[config.mk]
export PLATFORM = sky130hd
export DESIGN_NAME = multdiv_seq
export DESIGN_NICKNAME = d
export VERILOG_FILES = /design/src/rtl/multdiv_seq.sv
export SDC_FILE = /design/constraint.sdc
export NUM_CORES = 1
export LEC_CHECK = 0
export BUFFER_PORTS_ARGS = -buffer_cell sky130_fd_sc_hd__buf_2
export CAP_MARGIN = 10
export CORE_MARGIN = 4
export CORE_UTILIZATION = 45
export DETAILED_ROUTE_END_ITERATION = 10
export HOLD_SLACK_MARGIN = 0.15
export PLACE_DENSITY = 0.67
export SETUP_SLACK_MARGIN = 0.02
export SLEW_MARGIN = 10
export SYNTH_ARGS = -nofsm -noshare
export SYNTH_HDL_FRONTEND = slang
export SYNTH_SLANG_ARGS = --single-unit
[constraint.sdc]
create_clock -name clock -period 12.7 [get_ports clock]
set_input_delay 3.81 -clock clock [delete_from_list [all_inputs] [get_ports clock]]
set_output_delay 3.81 -clock clock [all_outputs]
set_load 0.05 [all_outputs]
[src/rtl/multdiv_seq.sv]
// Iterative signed multiply/divide: one bit per clock, WIDTH+1 edge latency.
// Optional macro MULTDIV_DIV_EN builds the restoring divider datapath.
module multdiv_seq #(
  parameter int WIDTH = 32
) (
  input  logic             clock,
  input  logic             reset,
  input  logic             ctrl_MULT,
  input  logic             ctrl_DIV,
  input  logic [WIDTH-1:0] data_operandA,
  input  logic [WIDTH-1:0] data_operandB,
  output logic [WIDTH-1:0] data_result,
  output logic             data_exception,
  output logic             data_resultRDY,
  output logic             busy
);

  localparam int CW = $clog2(WIDTH);
  localparam int W2 = 2 * WIDTH;
  localparam logic [WIDTH-1:0] MIN = {1'b1, {(WIDTH-1){1'b0}}};

  typedef enum logic [1:0] {IDLE, RUN, DONE} state_t;

  state_t            state;
  logic [CW-1:0]     cnt;
  logic [W2-1:0]     acc;
  logic [WIDTH-1:0]  mag;
  logic              neg;
  logic              is_div;

  logic              start;
  logic [WIDTH-1:0]  abs_a;
  logic [WIDTH-1:0]  abs_b;
  logic [WIDTH:0]    msum;
  logic [W2-1:0]     mstep;
  logic [W2-1:0]     prod;
  logic [WIDTH-1:0]  fin_res;
  logic              fin_exc;

  assign start = ctrl_MULT | ctrl_DIV;
  assign abs_a = data_operandA[WIDTH-1] ? -data_operandA : data_operandA;
  assign abs_b = data_operandB[WIDTH-1] ? -data_operandB : data_operandB;
  assign busy  = (state != IDLE);

  // Shift-add: add multiplicand into the high half when the low bit is set.
  assign msum  = {1'b0, acc[W2-1:WIDTH]} + (acc[0] ? {1'b0, mag} : '0);
  assign mstep = {msum, acc[WIDTH-1:1]};
  assign prod  = neg ? -acc : acc;

`ifdef MULTDIV_DIV_EN
  logic              bzero;
  logic              ovf;
  logic [W2-1:0]     shl;
  logic [WIDTH:0]    dif;
  logic [W2-1:0]     dstep;
  logic [WIDTH-1:0]  quot;

  // Restoring step: shift left, keep the trial subtraction if it stays non-negative.
  assign shl   = {acc[W2-2:0], 1'b0};
  assign dif   = {1'b0, shl[W2-1:WIDTH]} - {1'b0, mag};
  assign dstep = dif[WIDTH] ? shl : {dif[WIDTH-1:0], shl[WIDTH-1:1], 1'b1};
  assign quot  = neg ? -acc[WIDTH-1:0] : acc[WIDTH-1:0];
`endif

  // Final signed result and exception from the finished accumulator.
  always_comb begin
    fin_res = prod[WIDTH-1:0];
    fin_exc = prod[W2-1:WIDTH] != {WIDTH{prod[WIDTH-1]}};
    if (is_div) begin
`ifdef MULTDIV_DIV_EN
      if (bzero) begin
        fin_res = '0;
        fin_exc = 1'b1;
      end else if (ovf) begin
        fin_res = MIN;
        fin_exc = 1'b1;
      end else begin
        fin_res = quot;
        fin_exc = 1'b0;
      end
`else
      fin_res = '0;
      fin_exc = 1'b1;
`endif
    end
  end

  // Control FSM, datapath iteration and registered outputs.
  always_ff @(posedge clock or posedge reset) begin
    if (reset) begin
      state          <= IDLE;
      cnt            <= '0;
      acc            <= '0;
      mag            <= '0;
      neg            <= 1'b0;
      is_div         <= 1'b0;
      data_result    <= '0;
      data_exception <= 1'b0;
      data_resultRDY <= 1'b0;
`ifdef MULTDIV_DIV_EN
      bzero          <= 1'b0;
      ovf            <= 1'b0;
`endif
    end else begin
      data_resultRDY <= 1'b0;
      unique case (state)
        IDLE: ;
        RUN: begin
`ifdef MULTDIV_DIV_EN
          acc <= is_div ? dstep : mstep;
`else
          if (!is_div) acc <= mstep;
`endif
          cnt <= cnt + 1'b1;
          if (cnt == CW'(WIDTH - 1)) state <= DONE;
        end
        DONE: begin
          data_result    <= fin_res;
          data_exception <= fin_exc;
          data_resultRDY <= 1'b1;
          state          <= IDLE;
        end
        default: state <= IDLE;
      endcase
      // A start overrides whatever is in flight; multiply wins a tie.
      if (start) begin
        state  <= RUN;
        cnt    <= '0;
        is_div <= !ctrl_MULT;
        neg    <= data_operandA[WIDTH-1] ^ data_operandB[WIDTH-1];
        if (ctrl_MULT) begin
          mag <= abs_a;
          acc <= {{WIDTH{1'b0}}, abs_b};
        end else begin
          mag <= abs_b;
          acc <= {{WIDTH{1'b0}}, abs_a};
        end
`ifdef MULTDIV_DIV_EN
        bzero <= (data_operandB == '0);
        ovf   <= (data_operandA == MIN) && (data_operandB == '1);
`endif
      end
    end
  end

endmodule

==> flow_summary.yaml <==
outcome:
  status: "completed"
floorplan:
  io_pins: 103
  fp.coreArea_mm2: 0.0235
  dieHeight_um: 162
  die_w_um: 162
  fp.dieArea_mm2: 0.0263
  rows: 56
  initial_utilization_pct: 45.6
setup_path:
  r2r_end: "acc[62]"
  crit_top_cell: "or4_1"
  reg2reg_depth: 13
  crit_arrival_ns: 6.99
  rr_startpoint: "acc[0]"
  critPathMaxFanout: 6
  critPathCaptureType: "flip-flop"
  path_cells: "buf_2, or4_1, or3_1, or4_1, or4_1, nor4bb_1, mux2i_1, nor2_1, a21oi_1, o21ai_0"
  cp-start-kind: "input pin"
  cpPeakStageDelay_ns: 0.65
  startpoint: "data_operandA[7]"
  cp_data_required_time_ns: 13.05
  path_class: "input pin to flip-flop"
  ff2ff_setup_slack_ns: 8.40
  cp_slowest_cell: "or4_1"
route:
  routed_wl_um: 32900
  via_count: 10159
  viasPerCell: 5.88
  ant_nets: 0
  drt_iter0_markers: 926
  drtPass1Iterations: 7
  drc: 0
  routedWlPerCell_um: 19.0
sta:
  finalSetupViolations: 0
  worst_pin_slew_ns: 1.12
  min_period_ns: 6.64
  post-route-period-util_pct: 52.3
  finClkSkew_ns: 0.0122
  rsz0062_at_grt: "false"
  clock.fmax_mhz: 151
  finalSetupTns_ns: 0
  hold_viol_final: 0
  slew_viol_final: 0
  max-slew-margin-rel_pct: 25.1
clock_network:
  cts_setup_buffers: 0
  cts_buffers: 17
  cts_resized: 0
  htreeDepth: 4
  cts.sinks: 139
  clk_pin_slew_ns: 0.07
  cts_buffer_depth: 2
  tritoncts: "yes"
  root_buffer: "clkbuf_16"
  clock_latency_ns: 0.44
  cts_hold_buf: 0
logic_synthesis:
  yosysSeqAreaShare_pct: 32.5
  yosysUniqueCellTypes: 68
  synthTopCellsByArea: "dfrtp_1, o21ai_0, xor2_1, nand2_1, xnor2_1"
  ys.flop_type: "dfrtp_1"
  ys_async_sr_fraction_pct: 100
  synth_common_cells: "nand2_1, o21ai_0, dfrtp_1"
  synth_seq_cells: 139
  yosysTopAreaCellShare_pct: 32.5
  synthesis.nets: 1450
  yosysWarnings: 0
  synth_edf_count: 0
  syn_area_mm2: 0.0107
  avgSynthCellArea_um2: 7.97
  synth_most_common_cell: "nand2_1"
  postSynthCellCount: 1344
  synth_area_leader_cell: "dfrtp_1"
final_layout:
  nets: 1501
  synthToLayoutAreaGrowth_pct: 12.3
  fin_cells: 1729
  final_util_pct: 51.2
  final.fill_count: 2248
  drive_above_1_share_pct: 11.7
  seqCellArea_mm2: 0.00348
  multi_input_comb_area_mm2: 0.00684
power:
  leakage_nw: 5.36
  max-vdd-ir-drop_mv: 0.0860
  p_per_area_mw_per_mm2: 114
run:
  drv_cap: 0
placed_design:
  gp_congestion: 0.957
  place_hpwl_um: 24600
  dp.cells: 1695
  io_buffers: 102
grt:
  grt_pass1_vias: 9469
  grt_usage_pct: 25.1
  grt_max_degree: 99
  antenna_found_initial: 3
  grt_pass1_wl_um: 52200
  overflow: 0
hold_path:
  min_path_type: "flip-flop to flip-flop"
  holdCritStartpoint: "data_result[31]"
  hold_depth: 2
  hold_end: "data_result[31]"
-- state kept, by name, summed over array words and instances, names as in the netlist --
signal and cells:
acc 64, cnt 5, data_exception 1, data_result 32, data_resultRDY 1, is_div 1
mag 32, neg 1, state 2
-- layout by cell type, fill, tap and decap left out, drive strengths merged, types with 5 or more instances in the layout --
master	Yosys	layout
or3	30	30
mux2i	13	13
clkbuf	69	19
nor2	130	130
nand2b	13	13
xnor2	68	68
o211a	8	8
nor3	23	23
buf	11	112
o211ai	9	9
a21o	11	11
xor2	82	82
o31ai	36	36
nor4	19	19
or2	5	5
o41ai	22	22
clkinv	0	6
and2	34	34
a21oi	68	68
o21bai	6	6
dfrtp	139	139
ha	37	37
o21ai	160	160
nand2	182	182
a31oi	8	8
or4	25	25
and3	6	6
inv	25	25
nand4	13	13
a211oi	9	9
nand3	20	20
mux2	5	5
-- routing by layer --
layer	vias to the layer above	global-route usage, %	wire (um)
met5	-	0	9
met3	67	5.61	2580
met4	2	8.27	863
met2	378	37.2	14300
li1	4923	-	-
met1	4789	36.2	15100
-- final cells by class --
cell class,count,share of cell area (%)
multi-input cells,1100,56.9
flip-flops and latches,139,28.9
repair buffers,112,4.87
clock buffers,19,3.68
well taps,319,3.32
clock inverters,13,1.41
inverters,25,0.822
diodes,2,0.0416
-- worst max-delay path, delay by kind of cell --
kind | cells | cell delay (ns)
muxes | 1 | 0.12
AOI/OAI and AO/OA | 2 | 0.26
and+or+nand+nor | 6 | 2.68
buffers and inverters | 1 | 0.12
-- where the power goes --
part	total [mW]	internal, mW	switching (mW)	leakage [nW]
logic	0.312	0.124	0.188	3.27
clock network	0.526	0.315	0.211	0.286
registers	0.530	0.474	0.0560	1.80
total	1.37	0.913	0.455	5.36
-- through the flow --
stage / hold WS (ns) / setup slack, ns / total power [mW] / area (um2)
6_report: 0.468 / 6.06 / 1.37 / 12000
5_1_grt: 0.506 / 5.90 / 1.43 / 12000
4_1_cts: 0.478 / 6.09 / 1.37 / 12000
3_5_place_dp: 0.465 / 5.65 / 0.844 / 11400
3_3_place_gp: 0.456 / 5.74 / 0.839 / 11400
2_1_floorplan: 0.497 / 5.17 / 0.741 / 10700
-- worst max-delay path by stage --
stage | end | slack (ns)
finish | acc[31] | 6.06
global route | acc[31] | 5.90
CTS | acc[31] | 6.09
detailed placement | acc[31] | 5.65
global placement | acc[31] | 5.74
floorplan | acc[0] | 5.17
-- cell families (layout without fill, tap and decap cells) --
family,after synthesis,count (layout),share of synthesized area (%)
other cells,0,2,0
flops,139,139,32.5
buf+inv,105,169,3.79
compound gates,377,377,22.0
mux,18,18,1.74
simple gates,517,517,23.1
xor+xnor,150,150,12.3
fa+ha+maj,38,38,4.51
Power figures use the tool's default switching activity.
